[src/rtl/control_sequencer.sv]
// control_sequencer: hardwired control unit for the simple-CPU datapath.
// Runs the T0-T2 fetch, decodes IR[31:27] and steps the register-register,
// unary and (optionally) multiply/divide execute sequences.
// Optional feature macro: CTRL_MULDIV_EN enables the mul/div (01111/10000)
// sequence and the LOin/HIin/Zhighout strobes; without it those opcodes halt.
module control_sequencer #(
  parameter int OPW = 5
) (
  input  logic           Clock,
  input  logic           Reset,
  input  logic           Run,
  input  logic           MemReady,
  input  logic [31:0]    IR,
  output logic           PCout,
  output logic           Zlowout,
  output logic           Zhighout,
  output logic           MDRout,
  output logic           Rout,
  output logic           PCin,
  output logic           MARin,
  output logic           MDRin,
  output logic           IRin,
  output logic           Yin,
  output logic           Zin,
  output logic           LOin,
  output logic           HIin,
  output logic           Rin,
  output logic           Gra,
  output logic           Grb,
  output logic           Grc,
  output logic           IncPC,
  output logic           Read,
  output logic [OPW-1:0] operation,
  output logic           Done,
  output logic           Illegal
);

  typedef enum logic [3:0] {
    IDLE, T0, T1, T2, T3, T4, T5, T6, HALT
  } state_t;

  state_t state, next_state;

  logic [4:0] opc;
  logic       is_three;
  logic       is_unary;
  logic       is_muldiv;
  logic       unused_ir;

  assign opc       = IR[31:27];
  assign unused_ir = ^IR[26:0];
  assign is_three  = (opc <= 5'b01000);
  assign is_unary  = (opc == 5'b10001) || (opc == 5'b10010);
`ifdef CTRL_MULDIV_EN
  assign is_muldiv = (opc == 5'b01111) || (opc == 5'b10000);
`else
  assign is_muldiv = 1'b0;
`endif

  // State register with synchronous reset to IDLE
  always_ff @(posedge Clock) begin
    if (Reset) state <= IDLE;
    else       state <= next_state;
  end

  // Next-state and Moore strobe decode (PCin in T1 also gated by MemReady)
  always_comb begin
    next_state = state;
    PCout      = 1'b0;
    Zlowout    = 1'b0;
    Zhighout   = 1'b0;
    MDRout     = 1'b0;
    Rout       = 1'b0;
    PCin       = 1'b0;
    MARin      = 1'b0;
    MDRin      = 1'b0;
    IRin       = 1'b0;
    Yin        = 1'b0;
    Zin        = 1'b0;
    LOin       = 1'b0;
    HIin       = 1'b0;
    Rin        = 1'b0;
    Gra        = 1'b0;
    Grb        = 1'b0;
    Grc        = 1'b0;
    IncPC      = 1'b0;
    Read       = 1'b0;
    operation  = '0;
    Done       = 1'b0;
    Illegal    = 1'b0;
    case (state)
      IDLE: if (Run) next_state = T0;
      T0: begin
        PCout = 1'b1; MARin = 1'b1; IncPC = 1'b1; Zin = 1'b1;
        next_state = T1;
      end
      T1: begin
        Zlowout = 1'b1; Read = 1'b1; MDRin = 1'b1;
        if (MemReady) begin
          PCin       = 1'b1;
          next_state = T2;
        end
      end
      T2: begin
        MDRout = 1'b1; IRin = 1'b1;
        next_state = T3;
      end
      T3: begin
        if (is_three) begin
          Grb = 1'b1; Rout = 1'b1; Yin = 1'b1;
          next_state = T4;
        end else if (is_unary) begin
          Grb = 1'b1; Rout = 1'b1; Zin = 1'b1; operation = IR[31 -: OPW];
          next_state = T4;
        end else if (is_muldiv) begin
          Gra = 1'b1; Rout = 1'b1; Yin = 1'b1;
          next_state = T4;
        end else begin
          next_state = HALT;
        end
      end
      T4: begin
        if (is_unary) begin
          Zlowout = 1'b1; Gra = 1'b1; Rin = 1'b1; Done = 1'b1;
          next_state = Run ? T0 : IDLE;
        end else if (is_three) begin
          Grc = 1'b1; Rout = 1'b1; Zin = 1'b1; operation = IR[31 -: OPW];
          next_state = T5;
        end else if (is_muldiv) begin
          Grb = 1'b1; Rout = 1'b1; Zin = 1'b1; operation = IR[31 -: OPW];
          next_state = T5;
        end else begin
          next_state = HALT;
        end
      end
      T5: begin
        if (is_three) begin
          Zlowout = 1'b1; Gra = 1'b1; Rin = 1'b1; Done = 1'b1;
          next_state = Run ? T0 : IDLE;
        end else if (is_muldiv) begin
`ifdef CTRL_MULDIV_EN
          Zlowout = 1'b1; LOin = 1'b1;
`endif
          next_state = T6;
        end else begin
          next_state = HALT;
        end
      end
      T6: begin
`ifdef CTRL_MULDIV_EN
        Zhighout = 1'b1; HIin = 1'b1; Done = 1'b1;
        next_state = Run ? T0 : IDLE;
`else
        next_state = IDLE;
`endif
      end
      HALT: Illegal = 1'b1;
      default: next_state = IDLE;
    endcase
  end

endmodule
[config.mk]
export PLATFORM = sky130hd
export DESIGN_NAME = control_sequencer
export DESIGN_NICKNAME = d
export VERILOG_FILES = /design/src/rtl/control_sequencer.sv
export SDC_FILE = /design/constraint.sdc
export NUM_CORES = 1
export LEC_CHECK = 0
export BUFFER_PORTS_ARGS = -buffer_cell sky130_fd_sc_hd__buf_2
export CAP_MARGIN = 20
export CORE_MARGIN = 4
export CORE_UTILIZATION = 25
export CTS_BUF_LIST = sky130_fd_sc_hd__clkbuf_4
export CTS_CLUSTER_DIAMETER = 50
export DETAILED_ROUTE_END_ITERATION = 12
export MAX_ROUTING_LAYER = met4
export SLEW_MARGIN = 25
export SYNTH_ARGS = -nofsm -noshare
export SYNTH_HDL_FRONTEND = slang
export SYNTH_SLANG_ARGS = --single-unit
[constraint.sdc]
create_clock -name Clock -period 1.8 [get_ports Clock]
set_input_delay 0.36 -clock Clock [delete_from_list [all_inputs] [get_ports Clock]]
set_output_delay 0.36 -clock Clock [all_outputs]
set_load 0.005 [all_outputs]
; ---- Yosys cells after proc, flatten, opt, wreduce, memory -nomap -nowiden
; Index checks and enable logic that the tools add are counted.
; W data, S select, Z words.
[word_totals]
out_inout_bits = 26
word_cells = 49
ff_bits = 4
inputBits = 36
[classes]
reduce_logical = 3
order_cmp = 1
muxes = 32
eq_ne = 11
n_bitwise = 1
[ops]
columns = cell, count
row1 = $pmux W4 S8, 1
row2 = $mux W4, 7
row3 = $mux W5, 4
row4 = $mux W1, 15
row5 = $eq A4 B3 Y1 const B, 3
row6 = $eq A5 B5 Y1 const B, 2
row7 = $pmux W5 S2, 1
row8 = $eq A4 B2 Y1 const B, 2
row9 = $pmux W1 S3, 2
row10 = $le A5 B4 Y1 const B, 1
row11 = $eq A4 B1 Y1 const B, 1
row12 = $eq A4 B4 Y1 const B, 1
row13 = $logic_not A4 Y1, 1
row14 = $ne A2 B2 Y1 const B, 2
row15 = $pmux W1 S2, 2
row16 = $reduce_and A3 Y1, 1
row17 = $logic_or A1 B1 Y1, 1
row18 = $not A1 Y1, 1

; ---- Logic depth before layout (Yosys ltp)
; Gate-level depths: netlist of the first run.
[depth]
word_depth = 5
ltp_mapped = 6
ltp_nobuf = 4

; ---- Worst setup path after synthesis of the first run
; Ideal clock, no wire load.
[synth_path]
path_kind = input port to output port
startpoint = input port IR[29]
endpoint = output port Gra
required_ns = 1.440
path_slack_ns = 0.117
n_path_buf = 1
arrival_ns = 1.323
path_stages = 5
cell_sequence = or3b_4 -> nor3_2 -> nor2_1 -> nor2_1 -> buf_4
[synth_via]
elab_chain_len = 4
word_cells_on_any_way = 7
classes_between = order compare (1) / eq/ne (2) / mux (3) / reduce/logical (1)
[synth_rtl]
columns = element, line_no
row1 = "start, declared", 13  ; input logic [31:0] IR,
row2 = branches (longest 3 deep; another with $le A5 B4 Y1), --
row3 = $pmux W1 S2 *, --
row4 = "end, declared", 28  ; output logic Gra,
; Every way passes the cells marked *.

; ---- Worst setup path in the final report of the first run
[layout_path]
startpoint = input port IR[30]
endpoint = output port operation[1]
[layout_via]
elab_chain_len = 5
word_cells_on_any_way = 9
classes_between = order compare (1) / eq/ne (2) / mux (5) / reduce/logical (1)
[layout_rtl]
columns = element, line_no
row1 = branches (longest 4 deep; another with $le A5 B4 Y1), --
row2 = $pmux W5 S2 *, 91  ; case (state)
row3 = "end, declared", 33  ; output logic [OPW-1:0] operation,
; Marked as above.

==> results of run 1 <==
[how the worst max path moves through the flow]
stage	start	to	slack [ns]
finish	IR[30]	operation[1]	-0.03
global route	IR[29]	operation[0]	-0.12
CTS	IR[29]	Gra	0.007
detailed placement	IR[27]	Gra	-0.13
global placement	IR[27]	Gra	-0.06
floorplan	IR[29]	Gra	0.12
[power breakdown]
| group | total (mW) | internal (mW) | switching [mW] | leakage, nW |
|---|---|---|---|---|
| sequential | 0.106 | 0.0946 | 0.0112 | 0.0335 |
| clock | 0.113 | 0.0747 | 0.0381 | 0.0138 |
| combinational | 0.124 | 0.0601 | 0.0635 | 0.372 |
| total | 0.342 | 0.229 | 0.113 | 0.420 |
[worst max-delay path: stages]
cell,delay (ns)
sky130_fd_sc_hd__buf_2,0.11
sky130_fd_sc_hd__or3b_4,0.40
sky130_fd_sc_hd__nor3_2,0.18
sky130_fd_sc_hd__o21a_1,0.18
sky130_fd_sc_hd__and2_1,0.12
sky130_fd_sc_hd__buf_2,0.11
[per-layer routing]
metal	GRT usage [%]	up-vias
li1	-	322
met1	11.7	304
met2	18.8	17
met3	1.86	0
met4	3.13	0
met5	-	-
[layout make-up]
| cell class | count | area [um2] |
|---|---|---|
| sequential | 4 | 82.6 |
| clock buffer | 3 | 22.5 |
| tap | 27 | 33.8 |
| timing repair buffer | 41 | 255 |
| multi-input combinational | 60 | 434 |
| fill | 200 | 1210 |
| inverter | 1 | 3.75 |
[per-stage QoR]
stage               instances  hold slack (ns)
floorplan                  77            0.437
global placement          131            0.593
detailed placement        131            0.594
CTS                       136            0.339
global route              136            0.368
finish                    136            0.351
[placed cells by master, fill, tap and decap left out, types with 3 or more instances in the layout]
cell / count
sky130_fd_sc_hd__buf_2: 27
sky130_fd_sc_hd__buf_4: 10
sky130_fd_sc_hd__nor2_1: 9
sky130_fd_sc_hd__nor3_2: 4
sky130_fd_sc_hd__buf_6: 4
sky130_fd_sc_hd__nor2_2: 3
sky130_fd_sc_hd__nor3_1: 3
sky130_fd_sc_hd__and2_1: 3
sky130_fd_sc_hd__conb_1: 3
sky130_fd_sc_hd__clkbuf_4: 3
[logic make-up (layout without fill, tap and decap cells)]
| kind of cell | Yosys count | in the layout |
|---|---|---|
| DFF | 4 | 4 |
| AOI/OAI and AO/OA | 12 | 12 |
| buffers and inverters | 13 | 45 |
| and+or+nand+nor | 43 | 43 |
| xor gates and xnor gates | 1 | 1 |
| other | 1 | 3 |
| muxes | 1 | 1 |
[timing repair]
action,4_1_cts,5_1_grt
setup endpoints to repair,9,15
pin swaps,2,3
buffers inserted,2,0
endpoints found under the hold margin,0,0
gates resized for setup,6,10
==> impl_summary.txt, run 1 <==
----------------------------------------------------
[Min path]
  Hold Crit Class ... primary input to register
  WHS Path Cells ... 2
  Start point of the worst hold path ... Reset
  Worst-case hold path end point ... state[1]$_SDFFE_PP0P_

[Yosys]
  Library cell with the largest summed area after synthesis ... sky130_fd_sc_hd__dfxtp_1
  Share of synthesized area occupied by flip-flops and latches ... 14.3%
  Main flop type after synthesis ... sky130_fd_sc_hd__dfxtp_1
  Post-synthesis area per instance ... roughly 7.5 um2
  Dominant combinational cell family by area after synthesis ... simple AND/OR/NAND/NOR gates
  Mux contribution to synthesized area ... under 10%
  Synth cell types ... 36
  Number of enable-type register cells in the synthesized netlist ... 0
  Simple-gate area share of the yosys netlist ... 47.7%
  Syn Inst Count ... 75
  Most frequent cells after synthesis ... sky130_fd_sc_hd__nor2_1, sky130_fd_sc_hd__buf_4, sky130_fd_sc_hd__nor3_1
  Post-synthesis compound-gate area fraction ... 17.4%
  Count of state elements after synthesis ... 4
  Cell area after technology mapping ... 559 um2
  Number of warning messages in the yosys log ... 0
  Arithmetic-cell share of the synthesized area counting full adders, half adders and majority gates ... 0%
  Proportion of netlist area held by the largest area contributor ... 14.3%
  Share of flip-flops with an asynchronous set or reset after synthesis ... 0%
  Cell with the most instances after synthesis ... sky130_fd_sc_hd__nor2_1
  Top post-synthesis cells by area ... sky130_fd_sc_hd__dfxtp_1, sky130_fd_sc_hd__buf_4, sky130_fd_sc_hd__nor2_1
  Parity-gate share of the synthesized area counting xor and xnor cells ... 1.57%

[Timing]
  Pins over their slew limit ... 0
  Unrepaired setup endpoints after global routing ... true
  Fmax ... roughly 550 MHz
  Aggregate negative setup slack ... -0.0501 ns
  Worst Skew ... ~0.0074 ns
  Setup Viol. Count Final ... 3
  Final worst-path cycle share ... 101%
  Post-layout minimum cycle time ... around 1.8 ns
  Post-route worst setup slack ... -0.0254 ns
  Number of hold-slack violations in the final timing report ... 0

[CTS]
  Clock buffer count from CTS ... 3
  CTS Buffer Depth ... 2
  Hold-fix buffers at CTS ... 0
  Root cell of the clock tree ... sky130_fd_sc_hd__clkbuf_4
  Clock net sink count ... 4
  Clock latency reported for the late side of the worst-skew pair ... 0.24 ns
  Clock slew at the register clock pins of the worst setup and hold paths ... approximately 0.03 ns
  CTS tree ... yes
  Number of H-tree branching levels ... 1

[Routing]
  Total number of vias ... 643
  Wirelength, routed ... between 1500 and 2000 um
  Number of routed nets with antenna violations ... 0
  Number of vias per cell after detailed routing ... 4.73
  Metal-1 WL ... about 710 um
  Amount of wire on met2 after detailed routing ... 854 um
  Drt first-iter violations ... 16
  Sum of met3 wire segment lengths after detailed routing ... between 70 and 80 um
  Max Used Layer ... met3
  Drc violations ... 0
  Final routed wire length divided by cell count ... around 12 um
  First-pass detailed-route iteration total ... 4

[Floorplan]
  Area of the core region ... between 0.002 and 0.0025 mm2
  Starting density of the core ... 27.4%
  Die X ... approximately 55 um
  Boundary Pins ... 62
  Die boundary height ... 55.3 um
  Total die area ... around 0.0031 mm2
  Number of placement rows ... 16

[Setup path]
  Reg-to-reg critical path endpoint ... state[0]$_SDFFE_PP0P_
  Critical path endpoint category ... primary output
  Worst reg2reg path startpoint ... state[1]$_SDFFE_PP0P_
  Worst reg-to-reg path cell count ... 4
  Crit path DAT ... around 1.5 ns
  Worst Path Max Fanout ... 4
  Kind of start point of the critical path ... primary input
  Kind of critical path ... primary input to primary output
  Endpoint required time on the critical path ... 1.44 ns
  Flop-to-flop setup slack ... 0.46 ns

[Global route]
  First-pass GRT wire length ... 2650 um
  Number of global-route vias before repair ... between 600 and 700
  Initial antenna violation count ... 0
  GRT Util Overall ... between 10% and 20%
  Maximum number of pins on one net before global-route repair ... 11
  Total congestion overflow after global routing ... 0

[Layout]
  Number of flip-flops under the largest register name ... 4
  Fraction of layout cells with a size suffix above 1 ... 59.6%
  Diodes inserted ... 0
  Synth-to-layout area growth ... 48.8%
  Utilization of the core after routing ... 40.7%
  Reg with most FFs ... state
  Post-route cell area ... roughly 830 um2
  Net count reported at finish ... 147
  Largest registers ranked by flip-flop count ... state (4)

[Placement]
  Cell area after placement ... roughly 730 um2
  Minimum setup slack after placement ... -0.133 ns
  Count of buffers inserted at the top-level ports ... 31
  Placer's final routability congestion estimate ... 0.788
  Post-DP HPWL ... 1270 um

[Outcome]
  Run status ... complete, but fails checks
  Violated checks ... negative setup slack

[Flow run]
  Number of violations of the max-capacitance limit ... 0

[Power]
  Overall power after layout ... 0.342 mW
  Worst VDD drop ... 0.000236 V
  Pleak ... 0.420 nW
  Cell area power density ... 411 mW/mm2

----------------------------------------------------
No activity file was read; power rests on OpenSTA's default activity.
==> run 2, diff against run 1 <==
--- a/config.mk
+++ b/config.mk
@@ -5,6 +5,7 @@
 export SDC_FILE = /design/constraint.sdc
 export NUM_CORES = 1
 export LEC_CHECK = 0
+export ABC_AREA = 1
 export BUFFER_PORTS_ARGS = -buffer_cell sky130_fd_sc_hd__buf_2
 export CAP_MARGIN = 20
 export CORE_MARGIN = 4
==> run 2 against run 1 <==
  * The flow now finishes without violations
  * Clock power shrank 4%
  * Wire length decreased by 20%
  * Die area fell by 8.1%
  * Sequential share of layout area is 2.2 points higher
  * Largest power group unchanged
  * Design area decreased by 18%
  * Non-clock buffer count shrank 9
==> impl_summary.txt, run 2 <==
----------------------------------------------------
[Power]
  Cell area power density ... 608 mW/mm2 (+48%)
  Net switching power ... 0.165 mW (+46%)
  Comb power frac ... 45.6% (+9.5 points)
  Internal cell power ... 0.251 mW (+9.3%)
  Worst VDD drop ... 0.000208 V (-12%)
  Portion of total power attributed to sequential cells ... 28.3% (-2.6 points)
  Fraction of power consumed by the clock network ... 26.0% (-7.0 points)
  Sw Ratio ... 39.7% (+6.7 points)
  Pleak ... 0.438 nW (+4.4%)

[Layout]
  Fraction of layout cells with a size suffix above 1 ... 45.7% (-14 points)
  Net count reported at finish ... 154 (+4.8%)
  Commonest non-fill, non-tap cells in the layout ... sky130_fd_sc_hd__buf_2, sky130_fd_sc_hd__inv_1, sky130_fd_sc_hd__nand2_1
  Reg with most FFs ... state
  Diodes inserted ... 0 (unchanged)
  Commonest non-fill, non-tap cell in the layout ... sky130_fd_sc_hd__buf_2
  Post-route cell area ... 683 um2 (-18%)
  Utilization of the core after routing ... 35.2% (-5.6 points)
  Synth-to-layout area growth ... 34.8%
  Largest registers ranked by flip-flop count ... state (4)
  Number of flip-flops under the largest register name ... 4 (unchanged)

[Timing]
  Final worst-path cycle share ... 93.7% (-7.7 points)
  Worst Skew ... 0.00106 ns (-0.00631 ns)
  Fmax ... 593 MHz (+8.2%)
  Post-layout minimum cycle time ... 1.69 ns (-0.139 ns)
  Setup Viol. Count Final ... 0 (-3)
  Post-route worst setup slack ... 0.113 ns (+0.139 ns)
  Pins over their slew limit ... 0 (unchanged)
  Worst hold slack ... 0.325 ns (-0.0253 ns)
  Number of hold-slack violations in the final timing report ... 0 (unchanged)

[Routing]
  Number of routed nets with antenna violations ... 0 (unchanged)
  Total number of vias ... 590 (-8.2%)
  First-pass detailed-route iteration total ... 4 (unchanged)
  Final routed wire length divided by cell count ... 9.17 um (-24%)
  Drc violations ... 0 (unchanged)
  Wirelength, routed ... 1310 um (-20%)
  Number of vias per cell after detailed routing ... 4.13 (-13%)
  Drt first-iter violations ... 17 (+1)

[Yosys]
  Synth cell types ... 17 (-53%)
  Cell with the most instances after synthesis ... sky130_fd_sc_hd__inv_1
  Cell area after technology mapping ... 507 um2 (-9.4%)
  Top post-synthesis cells by area ... sky130_fd_sc_hd__dfxtp_1, sky130_fd_sc_hd__inv_1, sky130_fd_sc_hd__buf_4
  Share of flip-flops with an asynchronous set or reset after synthesis ... 0% (unchanged)
  Share of synthesized area occupied by flip-flops and latches ... 15.8% (+1.5 points)
  Library cell with the largest summed area after synthesis ... sky130_fd_sc_hd__dfxtp_1
  Most frequent cells after synthesis ... sky130_fd_sc_hd__inv_1, sky130_fd_sc_hd__nand2_1, sky130_fd_sc_hd__nor2_1
  Post-synthesis area per instance ... 5.76 um2 (-23%)
  Count of state elements after synthesis ... 4 (unchanged)
  Proportion of netlist area held by the largest area contributor ... 15.8% (+1.5 points)
  Syn Inst Count ... 88 (+17%)
  Number of enable-type register cells in the synthesized netlist ... 0 (unchanged)
  Number of warning messages in the yosys log ... 0 (unchanged)
  Main flop type after synthesis ... sky130_fd_sc_hd__dfxtp_1

[Min path]
  Hold Crit Class ... primary input to register
  Start point of the worst hold path ... Reset

[CTS]
  Clock buffer count from CTS ... 3 (unchanged)
  Clock net sink count ... 4 (unchanged)
  Root cell of the clock tree ... sky130_fd_sc_hd__clkbuf_4
  CTS Buffer Depth ... 2 (unchanged)
  CTS tree ... yes
  Number of H-tree branching levels ... 1 (unchanged)
  Clock latency reported for the late side of the worst-skew pair ... 0.23 ns (about the same)
  Clock slew at the register clock pins of the worst setup and hold paths ... 0.04 ns (about the same)

[Setup path]
  Largest delay contributor family on the critical path ... simple AND/OR/NAND/NOR gates
  Delay of the slowest cell on the worst path ... 0.33 ns (-0.07 ns)
  CP Launch Point ... state[1]$_SDFFE_PP0P_
  Critical-path cell list ... inv_2, nand2_2, nor2_4, nand3_4, nand2_1, inv_1, o21ai_0, buf_2
  Crit path DAT ... 1.33 ns (-0.14 ns)
  Standard cell with the maximum stage delay on the critical path ... sky130_fd_sc_hd__dfxtp_2
  Endpoint required time on the critical path ... 1.44 ns (about the same)
  Kind of start point of the critical path ... register
  Critical path endpoint category ... primary output
  Worst reg2reg path startpoint ... state[3]$_SDFFE_PP0P_
  Buffers and inverters on the worst path ... 3 (+1)
  Kind of critical path ... register to primary output
  Worst Path Max Fanout ... 5 (+1)

[Global route]
  Initial antenna violation count ... 0 (unchanged)
  Maximum number of pins on one net before global-route repair ... 6 (-5)
  Number of global-route vias before repair ... 522 (-15%)
  GRT Util Overall ... 10.5% (+0.085 points)
  First-pass GRT wire length ... 2110 um (-20%)
  Total congestion overflow after global routing ... 0 (unchanged)

[Floorplan]
  Starting density of the core ... 26.1% (-1.3 points)
  Die X ... 53.0 um (-4.1%)
  Number of placement rows ... 16 (unchanged)
  Area of the core region ... 0.00194 mm2 (-4.9%)
  Boundary Pins ... 62 (unchanged)
  Die boundary height ... 53.0 um (-4.1%)
  Total die area ... 0.00281 mm2 (-8.1%)

[Flow run]
  Number of violations of the max-capacitance limit ... 0 (unchanged)

[Outcome]
  Run status ... finished clean

[Placement]
  Cell area after placement ... 643 um2 (-12%)
  Placer's final routability congestion estimate ... 0.811 (+2.9%)
  Count of buffers inserted at the top-level ports ... 31 (unchanged)
  Post-DP HPWL ... 1100 um (-14%)
  Minimum setup slack after placement ... 0.142 ns (+0.275 ns)

----------------------------------------------------
[run 2: cell count changes after synthesis, moves of 3 or more]
| cell | change |
|---|---|
| sky130_fd_sc_hd__and3_1 | -3 |
| sky130_fd_sc_hd__inv_1 | +18 |
| sky130_fd_sc_hd__and2_1 | -4 |
| sky130_fd_sc_hd__nand2_2 | +4 |
| sky130_fd_sc_hd__nand3_2 | +5 |
| sky130_fd_sc_hd__nor2_2 | +3 |
| sky130_fd_sc_hd__nor3_1 | -3 |
| sky130_fd_sc_hd__nand2_1 | +15 |
[run 2: area by class of cell]
cell class | instances | area (um2)
fill | 234 | 1260
tap | 27 | 33.8
sequential | 4 | 82.6
multi-input combinational | 57 | 307
clock buffer | 3 | 22.5
inverter | 20 | 75.1
timing repair buffer | 32 | 163
[run 2: final timing paths]
| check | endpoint | slack (ns) | cells past startpoint |
|---|---|---|---|
| hold / removal | state[1]$_SDFFE_PP0P_ | 0.33 | 2 |
| setup reg to reg | state[0]$_SDFFE_PP0P_ | 0.58 | 8 |
| hold reg to reg | state[2]$_SDFFE_PP0P_ | 0.59 | 2 |
| setup / recovery | Zin | 0.11 | 8 |
[run 2: power groups by stage]
stage / Clock, mW / Sequential (mW) / Combinational (mW)
after CTS: 0.114 / 0.113 / 0.185
after detailed placement: 0 / 0.115 / 0.184
after global placement: 0 / 0.115 / 0.181
after global routing: 0.124 / 0.121 / 0.218
final: 0.108 / 0.118 / 0.190
after floorplan: 0 / 0.112 / 0.140
[run 2: worst register-to-register path: stages, from the launching register on]
cell                      delay, ns
sky130_fd_sc_hd__dfxtp_1       0.29
sky130_fd_sc_hd__inv_1         0.11
sky130_fd_sc_hd__nand2_1       0.15
sky130_fd_sc_hd__nor2_1        0.15
sky130_fd_sc_hd__nand2_1       0.13
sky130_fd_sc_hd__o21ai_1       0.13
sky130_fd_sc_hd__nor2_1        0.05
sky130_fd_sc_hd__nand2_1       0.08
sky130_fd_sc_hd__nor2_1        0.04
[run 2: logic make-up (layout without fill, tap and decap cells)]
family | count (synthesis) | in the layout | synth area share [%]
AO/OA/AOI/OAI | 6 | 6 | 6.17
buffers and inverters | 29 | 55 | 28.1
AND/OR/NAND/NOR | 48 | 48 | 49.1
flip-flops | 4 | 4 | 15.8
other | 1 | 3 | 0.740
[run 2: what timing repair did]
| action | CTS | global route |
|---|---|---|
| buffers inserted | 0 | 0 |
| hold buffers | 0 | 0 |
| hold endpoints to repair | 0 | 0 |
| setup endpoints to repair | 0 | 4 |
| resized for setup | 0 | 5 |
[run 2: per-stage QoR]
step / total power, mW / setup TNS [ns] / cells
5_1_grt: 0.463 / -0.00357 / 143
6_report: 0.415 / 0 / 143
4_1_cts: 0.412 / 0 / 143
3_3_place_gp: 0.296 / 0 / 140
2_1_floorplan: 0.253 / 0 / 90
3_5_place_dp: 0.299 / 0 / 140
[run 2: routing by layer]
layer,vias up,GRT usage (%),share of wire [%]
li1,307,-,-
met1,259,11.7,42
met2,24,16.7,48
met3,0,2.82,9.5
met4,0,6.38,0
met5,-,-,0
==> run 3, diff against run 2 <==
--- a/config.mk
+++ b/config.mk
@@ -9,11 +9,12 @@
 export BUFFER_PORTS_ARGS = -buffer_cell sky130_fd_sc_hd__buf_2
 export CAP_MARGIN = 20
 export CORE_MARGIN = 4
-export CORE_UTILIZATION = 25
+export CORE_UTILIZATION = 33
 export CTS_BUF_LIST = sky130_fd_sc_hd__clkbuf_4
 export CTS_CLUSTER_DIAMETER = 50
 export DETAILED_ROUTE_END_ITERATION = 12
 export MAX_ROUTING_LAYER = met4
+export PLACE_DENSITY = 0.81
 export SLEW_MARGIN = 25
 export SYNTH_ARGS = -nofsm -noshare
 export SYNTH_HDL_FRONTEND = slang
==> run 3 against run 2 <==
  * Fmax shrank 3.0%
  * Clock-buffer cell count is the same
  * Via count fell by 4.2%
  * Worst hold slack gained 0.013 ns
  * Critical path type unchanged
==> impl_summary.txt, run 3 (synthesized netlist as in run 2, its figures left out) <==
----------------------------------------------------
[Layout]
  Commonest non-fill, non-tap cells in the layout ... sky130_fd_sc_hd__buf_2, sky130_fd_sc_hd__inv_1, sky130_fd_sc_hd__nand2_1
  Number of flip-flops under the largest register name ... 4 (unchanged)
  Post-route cell area ... 661 um2 (-3.3%)
  Fraction of layout cells with a size suffix above 1 ... 44.0% (-1.7 points)
  Commonest non-fill, non-tap cell in the layout ... sky130_fd_sc_hd__buf_2
  Multi-input gate area ... 302 um2 (-1.6%)
  Reg with most FFs ... state
  Fill cell instance count of the final layout ... 149 (-36%)
  Synth-to-layout area growth ... 30.4%
  Largest registers ranked by flip-flop count ... state (4)
  Utilization of the core after routing ... 48.4% (+13 points)
  Footprint of the flip-flops and latches ... 80.1 um2 (-3.0%)
  Net count reported at finish ... 154 (unchanged)
  Diodes inserted ... 0 (unchanged)

[Placement]
  Count of buffers inserted at the top-level ports ... 31 (unchanged)
  Placer's final routability congestion estimate ... 0.798 (-1.5%)
  Cell area after placement ... 621 um2 (-3.5%)
  Post-DP HPWL ... 1100 um (+0.56%)

[Global route]
  First-pass GRT wire length ... 1930 um (-8.8%)
  Number of global-route vias before repair ... 461 (-12%)
  GRT Util Overall ... 12.7% (+2.1 points)
  Maximum number of pins on one net before global-route repair ... 8 (+2)
  Total congestion overflow after global routing ... 0 (unchanged)
  Initial antenna violation count ... 0 (unchanged)

[Setup path]
  Critical path endpoint category ... primary output
  Reg-to-reg critical path endpoint ... state[0]$_SDFFE_PP0P_
  Worst Path Max Fanout ... 7 (+2)
  Crit path DAT ... 1.38 ns (+0.05 ns)
  Kind of start point of the critical path ... register
  Delay of the slowest cell on the worst path ... 0.35 ns (+0.02 ns)
  Critical-path cell list ... inv_2, nand2_2, nor2_4, nand3_4, nand2_1, inv_1, nor2_1, buf_2
  Standard cell with the maximum stage delay on the critical path ... sky130_fd_sc_hd__dfxtp_1
  Worst reg2reg path startpoint ... state[1]$_SDFFE_PP0P_
  Worst reg-to-reg path cell count ... 10 (+2)
  Kind of critical path ... register to primary output
  Flop-to-flop setup slack ... 0.50 ns (-0.08 ns)
  Endpoint required time on the critical path ... 1.44 ns (about the same)

[Flow run]
  Number of violations of the max-capacitance limit ... 0 (unchanged)

[Power]
  Worst VDD drop ... 0.000349 V (+68%)
  Pleak ... 0.438 nW (about the same)
  Cell area power density ... 617 mW/mm2 (+1.5%)

[CTS]
  Number of H-tree branching levels ... 1 (unchanged)
  Root cell of the clock tree ... sky130_fd_sc_hd__clkbuf_4
  Clock slew at the register clock pins of the worst setup and hold paths ... 0.04 ns (about the same)
  Clock latency reported for the late side of the worst-skew pair ... 0.23 ns (about the same)
  Clock net sink count ... 4 (unchanged)
  CTS tree ... yes
  Hold-fix buffers at CTS ... 0 (unchanged)
  Clock buffer count from CTS ... 3 (unchanged)
  CTS Buffer Depth ... 2 (unchanged)

[Timing]
  Number of hold-slack violations in the final timing report ... 0 (unchanged)
  Pins over their slew limit ... 0 (unchanged)
  Worst Skew ... 0.000160 ns (-0.000903 ns)
  Post-layout minimum cycle time ... 1.74 ns (+0.0516 ns)
  Aggregate negative setup slack ... 0 ns (unchanged)
  Final worst-path cycle share ... 96.6% (+2.9 points)
  Setup Viol. Count Final ... 0 (unchanged)
  Fmax ... 575 MHz (-3.0%)

[Floorplan]
  Number of placement rows ... 13 (-3)
  Die boundary height ... 47.2 um (-11%)
  Starting density of the core ... 37.1% (+11 points)
  Total die area ... 0.00223 mm2 (-21%)
  Boundary Pins ... 62 (unchanged)
  Die X ... 47.2 um (-11%)
  Area of the core region ... 0.00137 mm2 (-30%)

[Routing]
  Number of vias per cell after detailed routing ... 4.31 (+4.5%)
  Wirelength, routed ... 1310 um (-0.23%)
  Max Used Layer ... met3
  Sum of met3 wire segment lengths after detailed routing ... 107 um (-14%)
  Total number of vias ... 565 (-4.2%)
  Number of routed nets with antenna violations ... 0 (unchanged)
  First-pass detailed-route iteration total ... 3 (-1)
  Drt first-iter violations ... 6 (-11)
  Metal-1 WL ... 552 um (-0.36%)
  Drc violations ... 0 (unchanged)
  Amount of wire on met2 after detailed routing ... 647 um (+2.5%)
  Final routed wire length divided by cell count ... 9.98 um (+8.9%)

[Min path]
  Start point of the worst hold path ... Reset
  Worst-case hold path end point ... state[3]$_SDFFE_PP0P_
  WHS Path Cells ... 2 (unchanged)
  Hold Crit Class ... primary input to register

[Outcome]
  Run status ... finished clean

----------------------------------------------------
## run 3: layer usage
metal	track usage (%)	vias to the layer above
met2	21.4	19
met3	3.45	0
li1	-	305
met5	-	-
met4	3.31	0
met1	14.6	241
## run 3: area by class of cell
class	instances	area share, %
clock buffers	3	3.41
multi-input cells	57	45.6
flip-flops and latches	4	12.1
inverters	20	11.4
repair buffers	32	24.6
well taps	15	2.84
## run 3: how the worst max path moves through the flow
stage / from / slack (ns) / depth (start not counted) / to
after floorplan: IR[27] / 0.46 / 7 / operation[0]
after CTS: state[1]$_SDFFE_PP0P_ / 0.003 / 8 / operation[0]
after detailed placement: IR[27] / 0.09 / 9 / operation[0]
final: state[1]$_SDFFE_PP0P_ / 0.06 / 8 / operation[0]
after global placement: IR[27] / 0.15 / 9 / Zin
after global routing: state[1]$_SDFFE_PP0P_ / -0.02 / 8 / operation[1]
## run 3: stage by stage
| step | cells | power, mW | hold WS (ns) | setup WS (ns) |
|---|---|---|---|---|
| 3_5_place_dp | 127 | 0.299 | 0.574 | 0.0941 |
| 4_1_cts | 130 | 0.409 | 0.333 | 0.00282 |
| 2_1_floorplan | 90 | 0.253 | 0.429 | 0.458 |
| 3_3_place_gp | 127 | 0.292 | 0.568 | 0.149 |
| 5_1_grt | 131 | 0.451 | 0.335 | -0.0164 |
| 6_report | 131 | 0.408 | 0.339 | 0.0615 |
## run 3: worst max-delay path: cells and delay by family, from the launching register on
kind	cells	cell delay, ns
flip-flops	1	0.35
buffers and inverters	3	0.28
AND/OR/NAND/NOR	5	0.53
## run 3: repair_timing
item | 4_1_cts | 5_1_grt
endpoints found under the setup margin | 0 | 3
resized for setup | 0 | 2
setup buffers | 0 | 1
## run 3: power by group
group | switching (mW) | internal (mW) | total, mW
clock network | 0.0333 | 0.0744 | 0.108
registers | 0.0146 | 0.101 | 0.116
logic | 0.112 | 0.0723 | 0.184
